## src/rtl/sd_pkg.sv

```systemverilog
// sd_pkg: shared constants, frame field positions and FSM state type for the SD host controller.
package sd_pkg;
    localparam int         FRAME_LEN = 48;
    localparam logic [6:0] CRC7_POLY = 7'h09;
    // Frame bit positions, bit 47 is transmitted first.
    localparam int START_POS = 47;
    localparam int TXB_POS   = 46;
    localparam int IDX_MSB   = 45;
    localparam int IDX_LSB   = 40;
    localparam int ARG_MSB   = 39;
    localparam int ARG_LSB   = 8;
    localparam int CRC_MSB   = 7;
    localparam int CRC_LSB   = 1;
    localparam int END_POS   = 0;
    // Bit-counter landmarks: last CRC-covered bit, last CRC bit, end bit.
    localparam logic [5:0] HDR_LAST = 6'd39;
    localparam logic [5:0] CRC_LAST = 6'd46;
    localparam logic [5:0] END_CNT  = 6'd47;
    typedef enum logic [1:0] {
        ST_IDLE,
        ST_SEND,
        ST_WAIT_RESP,
        ST_DONE
    } cmd_state_e;
endpackage

```

## src/rtl/sd_crc7.sv

```systemverilog
// sd_crc7: serial CRC7 (x^7+x^3+1, init 0), one input bit per enabled cycle.
module sd_crc7
    import sd_pkg::*;
(
    input  logic       clk,
    input  logic       reset,
    input  logic       clear,
    input  logic       en,
    input  logic       din,
    output logic [6:0] crc
);
    logic [6:0] crc_q, crc_d;
    logic       fb;

    always_comb begin
        fb    = din ^ crc_q[6];
        crc_d = clear ? 7'h00 : en ? ({crc_q[5:0], 1'b0} ^ (fb ? CRC7_POLY : 7'h00)) : crc_q;
    end

    always_ff @(posedge clk or posedge reset) begin
        if (reset) crc_q <= 7'h00;
        else       crc_q <= crc_d;
    end

    assign crc = crc_q;
endmodule

```

## src/rtl/sd_cmd_tx.sv

```systemverilog
// sd_cmd_tx: builds the 48-bit SD command frame with serial CRC7, shifts it out MSB-first
// on CMD, then optionally enables the response receiver until it finishes or times out.
module sd_cmd_tx
    import sd_pkg::*;
#(
    parameter int RESP_TIMEOUT = 64
) (
    input  logic        clk,
    input  logic        reset,
    input  logic        start,
    input  logic [5:0]  cmd_index,
    input  logic [31:0] argument,
    input  logic        expect_resp,
    input  logic        resp_done,
    output logic        sd_cmd_out,
    output logic        sd_cmd_oe,
    output logic        resp_en,
    output logic        busy,
    output logic        done,
    output logic        timeout
);
    localparam int TW = $clog2(RESP_TIMEOUT) + 1;

    cmd_state_e  state_q, state_d;
    logic [5:0]  cnt_q, cnt_d;
    logic [TW-1:0] tmo_q, tmo_d;
    logic [39:0] hdr_q, hdr_d;
    logic        er_q, er_d, to_flag_q, to_flag_d;
    logic        out_q, out_d, oe_q, oe_d, resp_en_q, resp_en_d;
    logic        busy_q, busy_d, done_q, done_d, timeout_q, timeout_d;
    logic [6:0]  crc;
    logic        crc_clear, crc_en, tx_bit;
    logic [5:0]  hdr_idx;
    logic [2:0]  crc_idx;

    sd_crc7 u_crc (
        .clk   (clk),
        .reset (reset),
        .clear (crc_clear),
        .en    (crc_en),
        .din   (tx_bit),
        .crc   (crc)
    );

    always_comb begin
        state_d   = state_q;
        cnt_d     = cnt_q;
        tmo_d     = tmo_q;
        hdr_d     = hdr_q;
        er_d      = er_q;
        to_flag_d = to_flag_q;
        hdr_idx   = HDR_LAST - cnt_q;
        crc_idx   = 3'(CRC_LAST - cnt_q);
        // Header bits feed the CRC; the CRC register is then read out in place, MSB first.
        tx_bit    = (cnt_q <= HDR_LAST) ? hdr_q[hdr_idx] : (cnt_q <= CRC_LAST) ? crc[crc_idx] : 1'b1;
        crc_clear = 1'b0;
        crc_en    = (state_q == ST_SEND) && (cnt_q <= HDR_LAST);
        out_d     = 1'b1;
        oe_d      = 1'b0;
        resp_en_d = 1'b0;
        busy_d    = state_q != ST_IDLE;
        done_d    = 1'b0;
        timeout_d = 1'b0;
        case (state_q)
            ST_IDLE: if (start) begin
                hdr_d     = {2'b01, cmd_index, argument};
                er_d      = expect_resp;
                cnt_d     = 6'd0;
                tmo_d     = '0;
                to_flag_d = 1'b0;
                crc_clear = 1'b1;
                state_d   = ST_SEND;
            end
            ST_SEND: begin
                out_d = tx_bit;
                oe_d  = 1'b1;
                cnt_d = cnt_q + 6'd1;
                if (cnt_q == END_CNT) begin
                    tmo_d   = '0;
                    state_d = er_q ? ST_WAIT_RESP : ST_DONE;
                end
            end
            ST_WAIT_RESP: begin
                resp_en_d = 1'b1;
                tmo_d     = tmo_q + 1'b1;
                // A response arriving on the terminal cycle still counts as in time.
                if (resp_done) begin
                    to_flag_d = 1'b0;
                    state_d   = ST_DONE;
                end else if (tmo_q == TW'(RESP_TIMEOUT - 1)) begin
                    to_flag_d = 1'b1;
                    state_d   = ST_DONE;
                end
            end
            ST_DONE: begin
                done_d    = 1'b1;
                timeout_d = to_flag_q;
                state_d   = ST_IDLE;
            end
            default: state_d = ST_IDLE;
        endcase
    end

    always_ff @(posedge clk or posedge reset) begin
        if (reset) begin
            state_q   <= ST_IDLE;
            cnt_q     <= 6'd0;
            tmo_q     <= '0;
            hdr_q     <= 40'd0;
            er_q      <= 1'b0;
            to_flag_q <= 1'b0;
            out_q     <= 1'b1;
            oe_q      <= 1'b0;
            resp_en_q <= 1'b0;
            busy_q    <= 1'b0;
            done_q    <= 1'b0;
            timeout_q <= 1'b0;
        end else begin
            state_q   <= state_d;
            cnt_q     <= cnt_d;
            tmo_q     <= tmo_d;
            hdr_q     <= hdr_d;
            er_q      <= er_d;
            to_flag_q <= to_flag_d;
            out_q     <= out_d;
            oe_q      <= oe_d;
            resp_en_q <= resp_en_d;
            busy_q    <= busy_d;
            done_q    <= done_d;
            timeout_q <= timeout_d;
        end
    end

    assign sd_cmd_out = out_q;
    assign sd_cmd_oe  = oe_q;
    assign resp_en    = resp_en_q;
    assign busy       = busy_q;
    assign done       = done_q;
    assign timeout    = timeout_q;
endmodule

```

## config.mk

```make
export PLATFORM = sky130hd
export DESIGN_NAME = sd_cmd_tx
export DESIGN_NICKNAME = d
export VERILOG_FILES = /design/src/rtl/sd_pkg.sv /design/src/rtl/sd_crc7.sv /design/src/rtl/sd_cmd_tx.sv
export SDC_FILE = /design/constraint.sdc
export NUM_CORES = 1
export LEC_CHECK = 0
export BUFFER_PORTS_ARGS = -buffer_cell sky130_fd_sc_hd__buf_4
export CAP_MARGIN = 20
export CORE_MARGIN = 2
export CORE_UTILIZATION = 60
export DETAILED_ROUTE_END_ITERATION = 6
export GPL_TIMING_DRIVEN = 0
export PLACE_DENSITY = 0.94
export SYNTH_ARGS = -nofsm -noshare
export SYNTH_HDL_FRONTEND = slang
export SYNTH_HIERARCHICAL = 1
export SYNTH_SLANG_ARGS = --single-unit
```

## constraint.sdc

```tcl
create_clock -name clk -period 4.58 [get_ports clk]
set_input_delay 0.229 -clock clk [delete_from_list [all_inputs] [get_ports clk]]
set_output_delay 0.229 -clock clk [all_outputs]
set_load 0.01 [all_outputs]
```

==> results.md <==
- Initial detailed-routing violation count: 188
- Full die area: 6460 um^2
- Cell Pwr Density: between 600 and 700 nW/um^2
- Layout cell share with drive strength beyond 1: 35.8%
- Row Count: 27
- Period utilisation layout: around 53%
- Syn Area/Cell: 12.2 um^2
- Max-Cap Viols: 0
- Sequential share of the synthesized area: 49.4%
- Root buf cell: clkbuf_8
- Cts repair resizes: 0
- Post-synth top flop: dfrtp_1
- Hold Fails Final Rpt: 0
- Crit end category: register
- Area of the multi-input gates: 1630 um^2
- Most numerous cell in the Yosys netlist: dfrtp_1
- Worst Max-Slew Pin Slew: 0.666 ns
- CTS tree: built
- Crit path required time: ~4.9 ns
- EDFF count, synth: 0
- Placer Congestion: 0.897
- Fillcell total: 381
- Worst Setup Start Kind: register
- R2r startpoint: cnt_q[1]$_DFFE_PP0P_
- Htree depth: 3
- Critical path arrival: around 2.7 ns
- Setup-failing EPs final: 0
- VDD IR max: around 370 uV
- Port Buffers: 48
- Drt drc: 0
- Final HPWL DP: between 5 and 6 mm
- Min-Delay Path Class: in2reg
- Total number of vias: 2491
- Seq cells post-synth: 69
- Routed WL per cell: 17.1 um
- First-pass GRT wire length: 12.1 mm
- Sink Count: 69
- I/O pin cnt: 49
- Min-delay src: argument[1]
- Max-slew headroom: a little under three fifths
- Clock skew: 0.00604 ns
- First-pass iteration count of the detailed router: 4
- Post-Synthesis Net Count: 340
- Sequential Area: 1730 um^2
- Max Clk Rate: about 0.41 GHz
- Drt via density: 5.88
- CTS Hold Buffers Added: 1
- Skew-Pair Late Insertion Delay: 0.35 ns
- Antenna diodes: 0
- Clock Path Buffers: 2
- Area contributors post-synth: dfrtp_1 49%, mux2_2 14%, mux2i_1 4.9%
- Synth async-reset ratio: 100%
- Leakage power: ~1.9 nW
- Net count, final: 401
- Initial antenna violation count: 0
- Total grt overflow: 0
- Final Power: 0.00268 W
- Slack of the critical path: approximately 2.2 ns
- DIE HEIGHT: 80.4 um
- Status: finished clean
- Area of the core: 5570 um^2
- GRT Overall Usage: 25.4%
- Num CTS Buffers: 9
- Cell taking the most area after synthesis: dfrtp_1
- Final worst path period need: 2.43 ns
- Initial Util: 62.8%
- Synth top area share: 48.6%
- Yosys cell types: 47
- Routed wire length: between 7 and 8 mm
- Antenna Nets Post-Route: 0
- Area Overhead vs Synth: 19.1%
- Setup TNS: 0 ns
- Vias in the first global route: between 2000 and 3000
- Final Max Slew Viols: 0
- Post-place setup slack: 2.18 ns
- DIE WIDTH: between 80 and 90 um
- Clk slew on worst S/H paths: 0.08 ns
- Top cells by count, synth: 68 x dfrtp_1, 44 x mux2_2, 18 x nor2_1, 17 x mux2i_1, 17 x o21ai_0
- YS warnings: 6
- RSZ-0062 raised after global routing: false
- Crit path from: cnt_q[1]$_DFFE_PP0P_
- Critical path class: reg2reg
- Worst Path Max Fanout: 10
- Largest net degree at the start of global routing: 36
- Synth Cell Area: 3500 um^2
- Setup Buffers After CTS: 0
- Mapped Cells: 286
-- final timing paths --
check                           cells past startpoint  slack (ns)                        to
worst max-delay path                                9        2.15  u_crc/crc[3]$_DFFE_PP0P_
worst min-delay path                                2        0.10      hdr_q[1]$_DFFE_PP0P_
worst max register to register                      9        2.15  u_crc/crc[3]$_DFFE_PP0P_
worst min register to register                      1        0.47     hdr_q[38]$_DFFE_PP0P_
max in group asynchronous                           4        3.46     hdr_q[21]$_DFFE_PP0P_
min in group asynchronous                           3        0.38  u_crc/crc[3]$_DFFE_PP0P_
-- cell usage in the layout, fill, tap and decap left out, types with 3 or more instances in the layout --
cell        synthesis  final
dfrtp_1            68     68
buf_4               3     51
mux2_2             44     44
nor2_1             18     18
o21ai_0            17     17
mux2i_1            17     17
inv_1              14     13
nand2_1            13     13
ha_1               11     11
clkbuf_8            0     11
nand3_1            10     10
o31ai_1             5      5
buf_2               4      4
nand2b_1            4      4
a22o_1              4      4
buf_1               4      4
a21oi_1             4      4
mux4_1              4      4
clkinvlp_4          0      4
and2_1              3      3
o211ai_1            3      3
a221oi_1            3      3
-- per-layer routing --
| layer | vias up | GRT usage, % | wire length, um | part of all wire, % |
|---|---|---|---|---|
| li1 | 1157 | - | - | - |
| met1 | 1217 | 29.7 | 2920 | 40 |
| met2 | 94 | 42.7 | 3650 | 50 |
| met3 | 23 | 5.84 | 473 | 6.5 |
| met4 | 0 | 15.1 | 206 | 2.8 |
| met5 | - | 0 | 0 | 0 |
-- cells by family after synthesis --
| family | after synthesis | share of synthesized area [%] |
|---|---|---|
| DFF | 69 | 49.4 |
| muxes | 67 | 23.3 |
| and+or+nand+nor | 59 | 8.58 |
| AOI/OAI and AO/OA | 48 | 9.65 |
| buffers and inverters | 28 | 4.15 |
| adders and majority gates | 11 | 3.93 |
| xor gates and xnor gates | 4 | 1.00 |
-- power by group --
group | total [W] | switching, W | internal (W)
clock | 0.000459 | 0.000235 | 0.000225
sequential | 0.00103 | 0.000166 | 0.000864
combinational | 0.00119 | 0.000571 | 0.000624
-- final cells by class --
class                   instances  share of cell area, %
clock inverters                 5                  0.841
flip-flops and latches         69                   41.5
plain buffers                  14                   2.22
inverters                      14                   1.26
well taps                      72                   2.16
multi-input cells             189                   39.0
repair buffers                 50                   9.37
clock buffers                  11                   3.63
-- metrics by stage --
step / cell area (um^2) / util (%) / cells / hold WS, ns
2_1_floorplan: 3500 / - / 286 / 0.0324
4_1_cts: 4170 / 74.7 / 424 / 0.0968
5_1_grt: 4170 / 74.7 / 424 / 0.0968
6_report: 4170 / 74.7 / 424 / 0.104
3_5_place_dp: 3970 / 71.2 / 407 / 0.196
3_3_place_gp: 3950 / 70.9 / 406 / 0.183
-- state kept, by name (all words and copies together) (netlist names) --
name        flops
timeout         1
busy            1
tmo_q           7
sd_cmd_out      1
state_q         2
cnt_q           6
er_q            1
done            1
sd_cmd_oe       1
resp_en         1
hdr_q          39
u_crc/crc       7
to_flag_q       1
-- worst max-delay path: stages, from the launching register on --
cell,delay (ns)
dfrtp_1,0.56
buf_2,0.33
nand4b_1,0.12
a221oi_1,0.33
o211ai_1,0.18
a21bo_2,0.23
nand2_1,0.07
xnor2_1,0.25
nand4b_1,0.14
o211ai_1,0.12
No activity file was read; power rests on OpenSTA's default activity.
